File: src/rtl/cnn_layer_sched.sv
// Layer sequencer: drives the DMA engine and conv unit through one CNN layer descriptor.
// Optional DMA/conv handshake watchdog is enabled with `define CNN_LAYER_SCHED_TIMEOUT_EN.
module cnn_layer_sched #(
  parameter int ADDR_W  = 13,
  parameter int SIZE_W  = 5,
  parameter int KSIZE   = 5,
  parameter int NF_W    = 3,
  parameter int TIMEOUT = 1023
) (
  input  logic              clk,
  input  logic              rst_n,
  input  logic              cfg_valid,
  output logic              cfg_ready,
  input  logic [ADDR_W-1:0] cfg_img_base,
  input  logic [ADDR_W-1:0] cfg_filt_base,
  input  logic [ADDR_W-1:0] cfg_out_base,
  input  logic [SIZE_W-1:0] cfg_img_size,
  input  logic [NF_W-1:0]   cfg_num_filt,
  input  logic              cfg_pool,
  output logic              dma_start,
  input  logic              dma_finish,
  output logic [ADDR_W-1:0] dma_address,
  output logic              dma_write,
  output logic              dma_data_read,
  output logic              dma_pooling,
  output logic [SIZE_W-1:0] dma_image_size,
  output logic              cu_start,
  output logic [SIZE_W-1:0] cu_row,
  output logic [SIZE_W-1:0] cu_col,
  input  logic              cu_done,
  output logic              busy,
  output logic              layer_done,
  output logic              err,
  output logic [2:0]        dbg_state
);

  localparam int PW = NF_W + 2 * SIZE_W;

  // Handshakes: a DMA request is held on dma_start (with address/mode/size stable)
  // until dma_finish is sampled high, then drops for at least one cycle; a conv
  // window is one cu_start pulse answered by cu_done, with no new window until then.
  typedef enum logic [2:0] {
    S_IDLE    = 3'd0,
    S_LD_IMG  = 3'd1,
    S_LD_FILT = 3'd2,
    S_CONV    = 3'd3,
    S_POOL    = 3'd4,
    S_STORE   = 3'd5,
    S_DONE    = 3'd6,
    S_REJECT  = 3'd7
  } state_t;

  state_t             r_state, w_state_next;
  logic [ADDR_W-1:0]  r_img_base, r_filt_base, r_out_base;
  logic [SIZE_W-1:0]  r_n, r_o, r_p, r_row, r_col;
  logic [NF_W-1:0]    r_nf, r_f;
  logic               r_pool, r_req, r_cu_wait, r_err;

  logic               w_dma_state, w_dma_fin, w_cu_fin, w_win_last, w_last_filt;
  logic               w_accept, w_cfg_bad, w_timeout;
  logic [SIZE_W-1:0]  w_o_new, w_o_m1, w_s;
  logic [PW-1:0]      w_filt_off, w_store_off;
  logic [ADDR_W-1:0]  w_filt_addr, w_store_addr;

  assign w_dma_state  = (r_state == S_LD_IMG) || (r_state == S_LD_FILT) ||
                        (r_state == S_POOL)   || (r_state == S_STORE);
  assign w_dma_fin    = w_dma_state && r_req && dma_finish;
  assign w_cu_fin     = (r_state == S_CONV) && r_cu_wait && cu_done;
  assign w_o_m1       = r_o - SIZE_W'(1);
  assign w_win_last   = (r_row == w_o_m1) && (r_col == w_o_m1);
  assign w_last_filt  = ({1'b0, r_f} + (NF_W+1)'(1)) >= {1'b0, r_nf};
  assign w_accept     = cfg_valid && (r_state == S_IDLE);
  assign w_cfg_bad    = (cfg_img_size < SIZE_W'(KSIZE)) || (cfg_num_filt == '0);
  assign w_o_new      = cfg_img_size - SIZE_W'(KSIZE - 1);
  assign w_s          = r_pool ? r_p : r_o;
  // Offsets are formed at full product width, then wrap into the address space.
  assign w_filt_off   = PW'(r_f) * PW'(KSIZE * KSIZE);
  assign w_store_off  = PW'(r_f) * PW'(w_s) * PW'(w_s);
  assign w_filt_addr  = r_filt_base + ADDR_W'(w_filt_off);
  assign w_store_addr = r_out_base + ADDR_W'(w_store_off);

`ifdef CNN_LAYER_SCHED_TIMEOUT_EN
  localparam int TW = $clog2(TIMEOUT + 1);
  logic [TW-1:0] r_wdog;
  logic          w_waiting;

  assign w_waiting = (w_dma_state && r_req && !dma_finish) ||
                     ((r_state == S_CONV) && r_cu_wait && !cu_done);
  assign w_timeout = w_waiting && (r_wdog == TW'(TIMEOUT - 1));

  always_ff @(posedge clk or negedge rst_n) begin
    if (!rst_n)          r_wdog <= '0;
    else if (!w_waiting) r_wdog <= '0;
    else                 r_wdog <= r_wdog + TW'(1);
  end
`else
  logic w_unused_timeout;
  assign w_timeout        = 1'b0;
  assign w_unused_timeout = ^TIMEOUT;
`endif

  always_ff @(posedge clk or negedge rst_n) begin
    if (!rst_n) r_state <= S_IDLE;
    else        r_state <= w_state_next;
  end

  always_comb begin
    w_state_next = r_state;
    case (r_state)
      S_IDLE:    if (w_accept) w_state_next = w_cfg_bad ? S_REJECT : S_LD_IMG;
      S_LD_IMG:  if (w_dma_fin) w_state_next = S_LD_FILT;
      S_LD_FILT: if (w_dma_fin) w_state_next = S_CONV;
      S_CONV: begin
        if (w_cu_fin && w_win_last) begin
          // A 1x1 conv result has nothing left after pooling: skip pool and store.
          if (r_pool && (r_p == '0)) w_state_next = w_last_filt ? S_DONE : S_LD_FILT;
          else                       w_state_next = r_pool ? S_POOL : S_STORE;
        end
      end
      S_POOL:    if (w_dma_fin) w_state_next = S_STORE;
      S_STORE:   if (w_dma_fin) w_state_next = w_last_filt ? S_DONE : S_LD_FILT;
      default:   w_state_next = S_IDLE;
    endcase
    if (w_timeout) w_state_next = S_DONE;
  end

  always_comb begin
    dma_address    = '0;
    dma_image_size = '0;
    dma_write      = 1'b0;
    dma_data_read  = 1'b0;
    dma_pooling    = 1'b0;
    case (r_state)
      S_LD_IMG: begin
        dma_address    = r_img_base;
        dma_image_size = r_n;
      end
      S_LD_FILT: begin
        dma_address    = w_filt_addr;
        dma_image_size = SIZE_W'(KSIZE);
        dma_data_read  = 1'b1;
      end
      S_POOL: begin
        dma_address    = w_store_addr;
        dma_image_size = r_o;
        dma_data_read  = 1'b1;
        dma_pooling    = 1'b1;
      end
      S_STORE: begin
        dma_address    = w_store_addr;
        dma_image_size = w_s;
        dma_write      = 1'b1;
      end
      default: ;
    endcase
  end

  assign cfg_ready  = (r_state == S_IDLE);
  assign busy       = !((r_state == S_IDLE) || (r_state == S_DONE) || (r_state == S_REJECT));
  assign layer_done = (r_state == S_DONE) || (r_state == S_REJECT);
  assign dma_start  = r_req;
  assign cu_start   = (r_state == S_CONV) && !r_cu_wait;
  assign cu_row     = r_row;
  assign cu_col     = r_col;
  assign err        = r_err;
  assign dbg_state  = r_state;

  always_ff @(posedge clk or negedge rst_n) begin
    if (!rst_n) begin
      r_img_base  <= '0;
      r_filt_base <= '0;
      r_out_base  <= '0;
      r_n         <= '0;
      r_o         <= '0;
      r_p         <= '0;
      r_nf        <= '0;
      r_pool      <= 1'b0;
      r_f         <= '0;
      r_row       <= '0;
      r_col       <= '0;
      r_req       <= 1'b0;
      r_cu_wait   <= 1'b0;
      r_err       <= 1'b0;
    end else begin
      if (w_accept) begin
        r_img_base  <= cfg_img_base;
        r_filt_base <= cfg_filt_base;
        r_out_base  <= cfg_out_base;
        r_n         <= cfg_img_size;
        r_o         <= w_o_new;
        r_p         <= w_o_new >> 1;
        r_nf        <= cfg_num_filt;
        r_pool      <= cfg_pool;
        r_f         <= '0;
        r_err       <= w_cfg_bad;
      end
      if (w_timeout) r_err <= 1'b1;
      // The request rises one cycle after entering a DMA state, which also
      // guarantees the idle cycle between back-to-back requests.
      if (w_timeout || w_dma_fin)     r_req <= 1'b0;
      else if (w_dma_state && !r_req) r_req <= 1'b1;
      if (r_state != S_CONV) begin
        r_row     <= '0;
        r_col     <= '0;
        r_cu_wait <= 1'b0;
      end else if (!r_cu_wait) begin
        r_cu_wait <= 1'b1;
      end else if (cu_done) begin
        r_cu_wait <= 1'b0;
        if (r_col == w_o_m1) begin
          r_col <= '0;
          r_row <= r_row + SIZE_W'(1);
        end else begin
          r_col <= r_col + SIZE_W'(1);
        end
      end
      if (((r_state == S_STORE) || (r_state == S_CONV)) && (w_state_next == S_LD_FILT))
        r_f <= r_f + NF_W'(1);
    end
  end

endmodule

File: config.mk
export PLATFORM = sky130hd
export DESIGN_NAME = cnn_layer_sched
export DESIGN_NICKNAME = d
export VERILOG_FILES = /design/src/rtl/cnn_layer_sched.sv
export SDC_FILE = /design/constraint.sdc
export NUM_CORES = 1
export LEC_CHECK = 0
export CORE_UTILIZATION = 41
export CTS_BUF_LIST = sky130_fd_sc_hd__clkbuf_4 sky130_fd_sc_hd__clkbuf_8
export DETAILED_ROUTE_END_ITERATION = 10
export GPL_TIMING_DRIVEN = 0
export SYNTH_ARGS = -nofsm -noshare
export SYNTH_HDL_FRONTEND = slang
export SYNTH_SLANG_ARGS = --single-unit
File: constraint.sdc
create_clock -name clk -period 10.6 [get_ports clk]
set_input_delay 2.12 -clock clk [delete_from_list [all_inputs] [get_ports clk]]
set_output_delay 2.12 -clock clk [all_outputs]
set_load 0.05 [all_outputs]
======== Word level (Yosys, flattened, before mapping) ========
Cells that the tools add are included.
word-level totals
  logic and storage cells ................. 105
  bits of input ports ..................... 53
  output and inout port bits .............. 40
  register bits ........................... 76
operators by class
  equal/unequal tests ..................... 11
  reduce and logical (&&, ||, !) cells .... 34
  multipliers ............................. 3
  multiplexer cells ....................... 32
  magnitude comparators ................... 2
  add/subtract/negate cells ............... 8
operators with widths
  operator                                                                number
  5-bit 2-to-1 mux                                                        9
  13-bit case mux with 3 select lines                                     1
  3-bit 2-to-1 mux                                                        11
  5-bit case mux with 4 select lines                                      1
  3-bit case mux with 6 select lines                                      1
  13-bit adder                                                            1
  13-bit by 8-bit adder with 13-bit output                                1
  8-bit by 5-bit multiplier with 13-bit output                            1
  3-bit equality test (second input constant)                             4
  1-bit logical AND                                                       11
  5-bit by 1-bit adder with 5-bit output (second input constant)          2
  5-bit equality test                                                     2
  2-bit nonzero test                                                      5
  3-bit by 2-bit equality test with 1-bit output (second input constant)  3
  1-bit 2-to-1 mux                                                        9
  1-bit logical OR                                                        8
  3-bit by 5-bit multiplier with 8-bit output                             1
  3-bit by 5-bit multiplier with 8-bit output (second input constant)     1
  3-bit logical NOT                                                       2
  5-bit logical NOT                                                       1
  5-bit by 3-bit < comparator with 1-bit output (second input constant)   1
  5-bit by 1-bit subtractor with 5-bit output (second input constant)     1
  5-bit by 3-bit subtractor with 5-bit output (second input constant)     1
  3-bit by 1-bit adder with 4-bit output (second input constant)          1
  other kinds (8)                                                         11

======== Longest topological paths before layout ========
  word-level depth ........................ 11
  mapped depth ............................ 25
  depth with buffers taken out ............ 23

======== Worst setup path after synthesis ========
Ideal clock, no wire load.
  kind .................................... reg-to-output
  start ................................... register r_pool
  end ..................................... output port dma_address[10]
  setup slack ............................. 1.656 ns
  stages on the path, launching flop included .. 24
  buffers on the path ..................... 2
  arrival ................................. 6.824 ns
  required time ........................... 8.480 ns
  cell sequence ........................... dfrtp_1 > clkbuf_1 > buf_1 > nand2_1 > o21ai_0 > nand2_1 > fa_1 > inv_1 > ha_1 > fa_1 > xnor2_1 > or2_2 > fa_1 > fa_1 > fa_1 > inv_1 > ha_1 > nor2b_1 > o21ai_0 > a21oi_1 > or4_1 > a31oi_1 > xor2_1 > o21ai_0
on the way
  longest elaborated chain between the ends .. 5
ends and longest elaborated chain
  element                                         RTL line  RTL
  start: declaration                              57        logic r_pool, r_req, r_cu_wait, r_err;
  start signal: assignment                        193       r_pool <= cfg_pool;
  5-bit 2-to-1 mux *                              75        assign w_s = r_pool ? r_p : r_o;
  3-bit by 5-bit multiplier with 8-bit output     78        assign w_store_off = PW'(r_f) * PW'(w_s) * PW'(w_s);
  8-bit by 5-bit multiplier with 13-bit output *  78
  13-bit adder *                                  80        assign w_store_addr = r_out_base + ADDR_W'(w_store_off);
  13-bit case mux with 3 select lines *           133       case (r_state)
  end: declaration                                22        output logic [ADDR_W-1:0] dma_address,
Mark *: on every way between the ends. The rest lies on a longest branch, timed or not.

======== Worst setup path after layout ========
  start ................................... register r_pool
  end ..................................... output port dma_address[11]
Same word-level chain as after synthesis.

==> run metrics <==
outcome finished clean; #FFs+latches synth 70; wire per inst 16.57 um; CTS H-tree depth 3; Bufs and invs on worst path 6; Ant. Diodes 0; vias in the first global route 5166; Vias/cell 5.182; final hold viol count 0; Slew Limit Headroom 0.4735; largest net degree at the start of global routing 42; Placer Congestion 0.8919; fin crit period 10030 ps; DR iter-0 viols 222; Worst Setup End Kind output port; drt first pass iters 5; WL final 16.64 mm; CTS tree done; maximum clock rate 99.68 MHz; post-synthesis net count 853; crit-path max cell delay 710 ps; Async SR Flop Fraction 1.000; Port Buffers 92; ANT nets after route 0; core area 0.01410 mm^2; grt total ovfl 0; critical path arrival 7910 ps; final setup violation count 0; CTS max path bufs 2; Synth Warn # 0; global-route wire length before repair 26.65 mm; Inserted Clock Buffers 9; top cell family by delay on the critical path adder cells; distinct cell type count after synthesis 54; Post-synth EDFFs 0; post-synthesis cell count 715; sequential share of the synthesized area 0.2920; TNS Setup 0 ps; commonest non-fill, non-tap cell in the layout nand2_1; antenna violations before repair 0; die width 123.0 um; Final Max Tran Viols 0; Post-DP HPWL 13.24 mm; ys flop type dfrtp_1; crit-path max FO 10; GRT Total Usage 0.2341; Worst-path clk slew 80 ps; Finished Cell Area 0.007422 mm^2; commonest cells after routing, fill and taps aside nand2_1 (163), clkdlybuf4s50_1 (89), inv_1 (74); min-delay worst type flip-flop to flip-flop; Max Cap Viol 0; Die ar. 0.01512 mm^2; synthesized cell area 0.006000 mm^2; Setup Fix Bufs, Post-CTS 0; DR DRC count 0; die height 123.0 um; Worst-Skew Late Latency 380 ps; WS Path Type flip-flop to output port; Most common cell on crit path fa_1; DP Area 0.007163 mm^2; Layout area overhead 23.71%; # rows 43; period utilization 0.9464; Root Driver clkbuf_8; # IOs 93; average size of a mapped cell 8.391 um^2; routed vias 5203; Worst-Margin Slew 787.7 ps; Critical Path RT 8480 ps; Initial Util 0.4256; final net count 957; Clock Skew 9.753 ps; layout cells sized above 1 0.04248; clock sinks 70; RSZ-0062 raised after global routing no; startpoint types flip-flop; Slowest cell on crit path clkdlybuf4s50_1
-- per-layer routing --
metal / track usage / share of wire
met4: 0.06860 / 0.017
met2: 0.3764 / 0.48
met1: 0.3140 / 0.46
met5: 0 / 0
met3: 0.05351 / 0.045
-- path summary, 6_finish.rpt --
path                                from               to  slack (ps)  depth (start not counted)
setup / recovery                  r_pool  dma_address[11]         570                         25
hold / removal             r_img_base[5]    r_img_base[5]         480                          2
setup reg to reg                  r_n[0]           r_f[2]        7840                         10
hold reg to reg            r_img_base[5]    r_img_base[5]         480                          2
max in group asynchronous          rst_n   r_filt_base[6]        8350                          2
min in group asynchronous          rst_n    r_out_base[8]        1680                          1
-- logic make-up (layout without fill, tap and decap cells) --
group,Yosys count,count (layout),synth area share
XOR/XNOR,44,44,0.06549
AO/OA/AOI/OAI,110,110,0.1130
adder cells (fa/ha/maj),85,85,0.2211
multiplexers,9,9,0.01564
AND/OR/NAND/NOR,295,295,0.2257
buffers and inverters,102,211,0.06715
flip-flops,70,70,0.2920
-- synth_stat cells (10+ instances only) --
master,instances,area (um^2)
fa_1,35,700.7
o21ai_0,40,200.2
nand2_1,163,611.8
nand3_1,11,55.05
clkbuf_1,22,82.58
ha_1,50,625.6
xnor2_1,23,201.4
nor2b_1,18,112.6
nand2b_1,12,75.07
dfrtp_1,70,1752
xor2_1,20,175.2
a21oi_1,25,125.1
nor2_1,50,187.7
inv_1,74,277.8
and2_1,10,62.56
-- per-stage QoR --
stage / instances / hold slack [ps] / utilization / setup slack (ps)
floorplan: 715 / 445.5 / - / 1656
global placement: 987 / 462.7 / 0.5069 / 793.8
detailed placement: 988 / 464.3 / 0.5082 / 677.8
CTS: 1004 / 485.6 / 0.5262 / 230.3
global route: 1004 / 507.8 / 0.5265 / 53.65
finish: 1004 / 483.8 / 0.5265 / 567.6
-- area by class of cell --
type,instances,area [um^2]
fillers,1355,6674
multi-input cells,543,3845
flip-flops and latches,70,1752
repair buffers,93,943.4
inverters,74,277.8
well taps,180,225.2
clock buffers,10,137.6
plain buffers,28,125.1
clock inverters,6,116.4
-- worst reg2reg max path, stage by stage, from the launching register on --
cell and delay (ps):
dfrtp_1 360, buf_2 180, inv_1 180, ha_1 240
nor3b_4 250, xnor2_1 160, nor4_4 540, a41o_1 290
and3b_4 250, nand2_2 70, mux2i_1 120
-- what timing repair did --
item / 4_1_cts / 5_1_grt
endpoints found under the setup margin: 0 / 3
hold buffers: 0 / 0
gates resized for setup: 0 / 3
-- flip-flops by register name, indices dropped and copies added, names as in the netlist, 5 cells and up --
signal	cells
cu_row	5
r_img_base	13
r_filt_base	13
cu_col	5
r_n	5
r_out_base	13
Power is left out: the tool's default activity adds up to more than one toggle a clock period on the data nets, which glitch-free logic cannot reach.
